File: src/rtl/condicionador_botoes_pkg.sv
`default_nettype none
// ============================================================================
// Module   : condicionador_botoes_pkg
// Desc     : Shared state codes and debug-display width for the button
//            conditioning stage.
// Revision : 1.0 - initial release
// ============================================================================
package condicionador_botoes_pkg;

    localparam int c_estado_w    = 3;
    localparam int c_db_estado_w = 4;

    localparam logic [c_estado_w-1:0] c_ocioso            = 3'd0;
    localparam logic [c_estado_w-1:0] c_filtrando         = 3'd1;
    localparam logic [c_estado_w-1:0] c_valido            = 3'd2;
    localparam logic [c_estado_w-1:0] c_aguarda_soltar    = 3'd3;
    localparam logic [c_estado_w-1:0] c_filtrando_soltura = 3'd4;

endpackage
`default_nettype wire

File: src/rtl/condicionador_botoes_sincronizador_2ff.sv
`default_nettype none
// ============================================================================
// Module   : sincronizador_2ff
// Desc     : Per-bit two-flop synchronizer with synchronous clear.
// Revision : 1.0 - initial release
// ============================================================================
module sincronizador_2ff #(
    parameter int LARGURA = 1
) (
    input  logic               clk,
    input  logic               rst,
    input  logic [LARGURA-1:0] i_d,
    output logic [LARGURA-1:0] o_q
);

    logic [LARGURA-1:0] r_meta;
    logic [LARGURA-1:0] r_sinc;

    always_ff @(posedge clk) begin
        if (rst) begin
            r_meta <= '0;
            r_sinc <= '0;
        end else begin
            r_meta <= i_d;
            r_sinc <= r_meta;
        end
    end

    assign o_q = r_sinc;

endmodule
`default_nettype wire

File: src/rtl/condicionador_botoes.sv
`default_nettype none
// ============================================================================
// Module   : condicionador_botoes
// Desc     : Debounces raw buttons, validates presses and enforces
//            press/release discipline. Macro CONDICIONADOR_SINCRONIZADOR_EN
//            inserts a 2-flop synchronizer ahead of the FSM.
// Revision : 1.0 - initial release
// ============================================================================
module condicionador_botoes
    import condicionador_botoes_pkg::*;
#(
    parameter int N_BOTOES        = 4,
    parameter int DEBOUNCE_CICLOS = 50000,
    parameter int CW              = $clog2(DEBOUNCE_CICLOS)
) (
    input  logic                     clock,
    input  logic                     reset,
    input  logic [N_BOTOES-1:0]      botoes_brutos,
    input  logic                     habilita,
    output logic                     jogada_pulso,
    output logic                     multiplo,
    output logic [N_BOTOES-1:0]      botoes_reg,
    output logic                     botao_ativo,
    output logic [c_db_estado_w-1:0] db_estado
);

    localparam logic [CW-1:0] c_cont_max = CW'(DEBOUNCE_CICLOS - 1);

    logic [N_BOTOES-1:0]   w_s;
    logic [c_estado_w-1:0] r_estado;
    logic [c_estado_w-1:0] w_prox_estado;
    logic [CW-1:0]         r_contador;
    logic [CW-1:0]         w_prox_contador;
    logic [N_BOTOES-1:0]   r_candidato;
    logic [N_BOTOES-1:0]   w_prox_candidato;
    logic [N_BOTOES-1:0]   r_botoes_reg;
    logic                  w_carrega_reg;

`ifdef CONDICIONADOR_SINCRONIZADOR_EN
    sincronizador_2ff #(
        .LARGURA (N_BOTOES)
    ) u_sincronizador (
        .clk (clock),
        .rst (reset),
        .i_d (botoes_brutos),
        .o_q (w_s)
    );
`else
    assign w_s = botoes_brutos;
`endif

    always_ff @(posedge clock) begin
        if (reset) begin
            r_estado     <= c_ocioso;
            r_contador   <= '0;
            r_candidato  <= '0;
            r_botoes_reg <= '0;
        end else begin
            r_estado    <= w_prox_estado;
            r_contador  <= w_prox_contador;
            r_candidato <= w_prox_candidato;
            if (w_carrega_reg) begin
                r_botoes_reg <= r_candidato;
            end
        end
    end

    // The counter is cleared on every entry to a filter state and stops at
    // c_cont_max, so it can never wrap.
    always_comb begin
        w_prox_estado    = r_estado;
        w_prox_contador  = r_contador;
        w_prox_candidato = r_candidato;
        w_carrega_reg    = 1'b0;
        case (r_estado)
            c_ocioso: begin
                if (habilita && (w_s != '0)) begin
                    w_prox_candidato = w_s;
                    w_prox_contador  = '0;
                    w_prox_estado    = c_filtrando;
                end
            end
            c_filtrando: begin
                if (!habilita || (w_s != r_candidato)) begin
                    w_prox_estado = c_ocioso;
                end else if (r_contador == c_cont_max) begin
                    w_prox_estado = c_valido;
                    w_carrega_reg = 1'b1;
                end else begin
                    w_prox_contador = r_contador + CW'(1);
                end
            end
            c_valido: begin
                w_prox_estado = c_aguarda_soltar;
            end
            c_aguarda_soltar: begin
                if (w_s == '0) begin
                    w_prox_contador = '0;
                    w_prox_estado   = c_filtrando_soltura;
                end
            end
            c_filtrando_soltura: begin
                if (w_s != '0) begin
                    w_prox_estado = c_aguarda_soltar;
                end else if (r_contador == c_cont_max) begin
                    w_prox_estado = c_ocioso;
                end else begin
                    w_prox_contador = r_contador + CW'(1);
                end
            end
            default: begin
                w_prox_estado = c_ocioso;
            end
        endcase
    end

    always_comb begin
        jogada_pulso = 1'b0;
        multiplo     = 1'b0;
        botao_ativo  = 1'b0;
        case (r_estado)
            c_valido: begin
                jogada_pulso = $onehot(r_candidato);
                multiplo     = (r_candidato != '0) && !$onehot(r_candidato);
                botao_ativo  = 1'b1;
            end
            c_aguarda_soltar, c_filtrando_soltura: begin
                botao_ativo = 1'b1;
            end
            default: begin
                botao_ativo = 1'b0;
            end
        endcase
    end

    assign botoes_reg = r_botoes_reg;
    assign db_estado  = c_db_estado_w'(r_estado);

endmodule
`default_nettype wire

File: config.mk
export PLATFORM = sky130hd
export DESIGN_NAME = condicionador_botoes
export DESIGN_NICKNAME = d
export VERILOG_FILES = /design/src/rtl/condicionador_botoes_pkg.sv /design/src/rtl/condicionador_botoes_sincronizador_2ff.sv /design/src/rtl/condicionador_botoes.sv
export SDC_FILE = /design/constraint.sdc
export NUM_CORES = 1
export LEC_CHECK = 0
export BUFFER_PORTS_ARGS = -buffer_cell sky130_fd_sc_hd__buf_2
export CAP_MARGIN = 20
export CELL_PAD_IN_SITES_DETAIL_PLACEMENT = 0
export CELL_PAD_IN_SITES_GLOBAL_PLACEMENT = 1
export CORE_ASPECT_RATIO = 0.8
export CORE_MARGIN = 2
export CORE_UTILIZATION = 30
export CTS_CLUSTER_SIZE = 20
export DETAILED_ROUTE_END_ITERATION = 8
export PLACE_DENSITY_LB_ADDON = 0.1
export SLEW_MARGIN = 0
export SYNTH_ARGS = -nofsm -noshare
export SYNTH_HDL_FRONTEND = slang
export SYNTH_HIERARCHICAL = 1
export SYNTH_SLANG_ARGS = --single-unit
File: constraint.sdc
create_clock -name clock -period 3.2 [get_ports clock]
set_input_delay 0.64 -clock clock [delete_from_list [all_inputs] [get_ports clock]]
set_output_delay 0.64 -clock clock [all_outputs]
set_load 0.05 [all_outputs]
* After elaboration in Yosys (flattened, before gate mapping)
Cells that the tools add are included.
** Word-level totals
- Flip-flop bits (word level) :: 27
- Bits in latches :: 0
- Memory bits (writable) :: 0
- Bits in read-only memories :: 0
- Input port bits :: 7
- Memories kept :: 0
** Operators by class
- $add $sub $neg :: 4
- Multipliers :: 0
- Div/mod/pow operators :: 0
- Order comparisons :: 0
- Equality and inequality tests :: 13
- Shift operators :: 0
- Mux-type cells :: 19
- Bitwise logic cells :: 0
- Reduce and logical (&&, ||, !) cells :: 14
** Operator list (number)
- 16-bit two-way mux :: 5
- 16-bit case mux with 4 select lines :: 1
- 3-bit two-way mux :: 6
- 16-bit by 1-bit adder with 16-bit output, second input constant :: 1
- 16-bit == test, second input constant :: 1
- 3-bit case mux with 5 select lines :: 1
- 4-bit nonzero test :: 3
- 2-bit != test, second input constant :: 4
- 3-bit by 1-bit == test with 1-bit output, second input constant :: 2
- 3-bit by 2-bit == test with 1-bit output, second input constant :: 2
- 1-bit two-way mux :: 6
- 3-bit != test, second input constant :: 2
- 5-bit AND reduction :: 1
- 1-bit by 1-bit adder with 2-bit output :: 2
- 4-bit zero test :: 1
- 4-bit != test :: 1
- 4-bit AND reduction :: 1
- 2-bit by 2-bit adder with 3-bit output :: 1
- 3-bit == test, second input constant :: 1
- 3-bit zero test :: 1
- 3-bit OR reduction :: 1
- 1-bit logical AND :: 2
- 1-bit zero test :: 2
- 2-bit AND reduction :: 1
- 1-bit logical OR :: 1

* Longest topological paths before layout
- Depth after elaboration :: 6
- Depth in mapped cells :: 7
- Depth with buffers taken out :: 7

* Worst setup path before layout
Ideal clock, no wire load.
- Kind :: reg-to-output
- From :: register r_candidato[0]
- To :: output port multiplo
- Arrival time :: 3.854 ns
- Required time :: 2.560 ns
- Setup slack :: -1.294 ns
- Cell stages (with the launch flop) :: 8
- Cells stage by stage :: dfxtp_1 -> inv_1 -> fa_1 -> inv_1 -> ha_1 -> ha_1 -> nor3b_1 -> a2111oi_0
** On the way
- Cells in the longest elaborated chain, start to end :: 6
** RTL lines
- start: declaration :: line condicionador_botoes.sv:34 : logic [N_BOTOES-1:0] r_candidato;
- start signal: assignment :: line condicionador_botoes.sv:61 : r_candidato <= w_prox_candidato;
- 1-bit by 1-bit adder with 2-bit output (implied by the code) :: line condicionador_botoes.sv:124 : multiplo = (r_candidato != '0) && !$onehot(r_candidato);
- 2-bit by 2-bit adder with 3-bit output (implied by the code) :: line condicionador_botoes.sv:124
- 3-bit by 1-bit == test with 1-bit output :: line condicionador_botoes.sv:124
- 1-bit zero test :: line condicionador_botoes.sv:124
- 1-bit logical AND (*) :: line condicionador_botoes.sv:124
- 1-bit two-way mux (*) :: line condicionador_botoes.sv:121 : case (r_estado)
- end: declaration :: line condicionador_botoes.sv:21 : output logic multiplo,
Every way passes the cells marked *; elsewhere a longest branch is shown, timed or not.

* Worst setup path in the final report
- From :: register r_candidato[0]
- To :: output port jogada_pulso
** On the way
- Cells in the longest elaborated chain, start to end :: 4
** RTL lines
- 1-bit by 1-bit adder with 2-bit output (implied by the code) :: line condicionador_botoes.sv:123 : jogada_pulso = $onehot(r_candidato);
- 2-bit by 2-bit adder with 3-bit output (implied by the code) :: line condicionador_botoes.sv:123
- 3-bit by 1-bit == test with 1-bit output :: line condicionador_botoes.sv:123
- 1-bit two-way mux :: line condicionador_botoes.sv:121
- end: declaration :: line condicionador_botoes.sv:20 : output logic jogada_pulso,
No other way between the ends.

==> metrics <==
number of remaining DRC errors=0; Row Count=24; post-route setup slack=0.165 ns; power per cell area=514 nW/um^2; reg2reg end=r_contador[9]; H-Tree Depth=1; share of cells above drive strength 1=18.2%; maxcap violations=0; register area share after synthesis=30.6%; Remaining Overflow, GRT=0; Static Leakage=0.749 nW; CORE AREA=5560 sq um; max reg flops=16; Die Y=72.7 um; r2r setup slk=0.93 ns; DP HPWL=3430 um; Hold Path Class=register to register; worst r2r path cells=4; clock transition at the registers of the reported paths=0.11 ns; initial antenna violation count=0; Crit. End Element=primary output; hold buffers post-CTS=0; post-route ant nets=0; FILL cells=572; Seq cells post-synth=27; Crit-path slowest cell=fa_1; Cells after Synth=206; area delta synth->final=11.3%; Die ar.=6530 sq um; Critical Path AT=2.40 ns; effective utilization at floorplan=31.8%; First DRT Iteration DRCs=99; maximum VDD drop=192 uV; count of cell types in the netlist=50; Mapped Area=1770 sq um; DR pass1 iterations=4; period utilisation layout=94.8%; crit-path cells=inv_1, fa_1, inv_1, ha_1, ha_1, nor3b_2, nor3b_2, buf_6; status=completed; CTS root buf=clkbuf_8; CP Launch Type=register; CTS tree=yes; largest net degree at the start of global routing=25; final setup skew=0.00256 ns; wire length of the first global-routing pass=7880 um; Num CTS Buffers=3; Crit path depth=8; # diodes=0; Worst setup endpoint=jogada_pulso; asr flop ratio synth=0%; crit path from=r_candidato[0]; Ys Warns=6; Worst path top cell family by delay=adder cells; vias per std cell=5.23; Util after Layout=35.4%; critical path buffer and inverter count=3; setup TNS=0 ns; final setup violation count=0; area of the multi-input gates=1130 sq um; Routed wire per std cell=16.0 um; fmax=0.329 GHz; critical path's largest stage delay=0.53 ns; # port buffers=16; IO Count=18; drt total wl=4670 um; Slew @ Worst Pin=0.754 ns; number of global-route vias before repair=1449; unrepaired setup endpoints after global routing=false; post-placement setup slack=0.231 ns; Max Transition Viols Final=0; Primary FF master, synth=dfxtp_1; Final min period=3.04 ns; worst skew pair latency=0.28 ns; synthesized area per cell=8.58 sq um; worst rel slew slack=49.4%; worst r2r src=r_estado[0]; Mapped Nets=218; required time worst endpoint=2.56 ns; Bufs on Longest Clock Path=2; number of enable flip-flop cells after synthesis=0; GR Util All Layers=15.1%; total number of vias=1527; final net count=227; CP Max Fanout=4; critical path class=register to primary output; Die Span X=89.8 um; CTS Sinks=27; Total Power=1.01 mW; register area=544 sq um; final hold viol count=0; gp weighted congestion=0.823
[how the worst min path moves through the flow]
stage	cells past startpoint	endpoint	from
2_1_floorplan	2	r_contador[15]	r_contador[15]
3_3_place_gp	2	r_contador[15]	r_contador[15]
3_5_place_dp	2	r_contador[15]	r_contador[15]
4_1_cts	2	r_contador[15]	r_contador[15]
5_1_grt	2	r_contador[15]	r_contador[15]
6_report	2	r_contador[15]	r_contador[15]
[layout make-up]
class | count | share of cell area [%]
Clock buffer | 3 | 2.10
Tap cell | 78 | 4.96
Multi-Input combinational cell | 152 | 57.4
Sequential cell | 27 | 27.7
Inverter | 14 | 2.67
Clock inverter | 1 | 0.445
Timing Repair Buffer | 17 | 4.77
[cells in the mapped netlist (2+ instances only)]
master	n	area share, %
o221a_1	3	1.9
or3_1	3	1.1
a22oi_1	2	0.85
a21oi_1	13	3.7
a31oi_1	2	0.71
mux2i_1	13	7.4
o21ai_0	3	0.85
nor4_4	2	2.4
nor4_1	3	1.1
a21oi_2	3	1.5
o32ai_1	8	4.0
xor2_1	5	2.5
nand2b_1	8	2.8
nor2_1	19	4.0
dfxtp_1	27	31
clkbuf_1	9	1.9
o21ai_1	2	0.57
a211oi_2	2	1.4
inv_1	14	3.0
nor3_1	3	0.85
ha_1	4	2.8
nand3_1	12	3.4
nand4b_1	2	0.99
nor3b_1	3	1.3
nand4_1	8	2.8
buf_2	2	0.57
nand2_1	8	1.7
[metrics by stage]
step                      hold slack [ns]  instances  cell area, sq um
after global placement              0.453        288              1900
final                               0.478        292              1970
after CTS                           0.481        292              1960
after floorplan                     0.438        206              1780
after detailed placement            0.465        288              1900
after global routing                0.496        292              1970
[power breakdown]
part / switching (mW) / internal (mW) / total (mW) / leakage, nW
clock network: 0.124 / 0.0917 / 0.215 / 0.0261
registers: 0.0492 / 0.357 / 0.406 / 0.220
logic: 0.248 / 0.141 / 0.389 / 0.503
[cells in the final DEF (no fill, tap or decap), drive strengths merged, types with 2 or more instances in the layout]
master / Yosys / layout
clkbuf: 9 / 3
o21ai: 5 / 5
mux2i: 13 / 13
nand3: 12 / 12
nand4: 8 / 8
a211oi: 2 / 2
ha: 4 / 4
nor3: 3 / 3
or3: 3 / 3
xor2: 5 / 5
o32ai: 8 / 8
a22oi: 3 / 3
a31oi: 2 / 2
dfxtp: 27 / 27
buf: 4 / 17
nor4: 6 / 6
inv: 14 / 15
nand4b: 2 / 2
o221a: 3 / 3
nand2b: 8 / 8
a21oi: 16 / 16
nor3b: 5 / 5
nand2: 8 / 8
nor2: 19 / 19
[routing by layer]
layer	global-route usage, %	wire (um)	vias to the layer above
li1	-	-	777
met1	23.7	2620	710
met2	21.0	1810	38
met3	3.31	210	2
met4	2.74	20	0
met5	0	0	-
[cell families after synthesis]
kind of cell / after synthesis / share of synthesized area [%]
AO/OA/AOI/OAI: 46 / 20.3
XOR/XNOR: 5 / 2.48
adder cells (fa/ha/maj): 5 / 3.96
buffers and inverters: 27 / 6.51
flip-flops: 27 / 30.6
multiplexers: 13 / 7.36
other: 1 / 0.212
AND/OR/NAND/NOR: 82 / 28.6
[repair_timing]
item | CTS | global route
buffers inserted | 0 | 0
endpoints found under the setup margin | 1 | 2
gates resized for setup | 2 | 4
gates cloned | 0 | 0
[worst reg2reg max path, stage by stage (launching register included)]
cell and delay [ns]:
dfxtp_1 0.71, xor2_1 0.24, nor2b_1 0.54, o21ai_1 0.45, o32ai_1 0.24
Power figures use the tool's default switching activity.
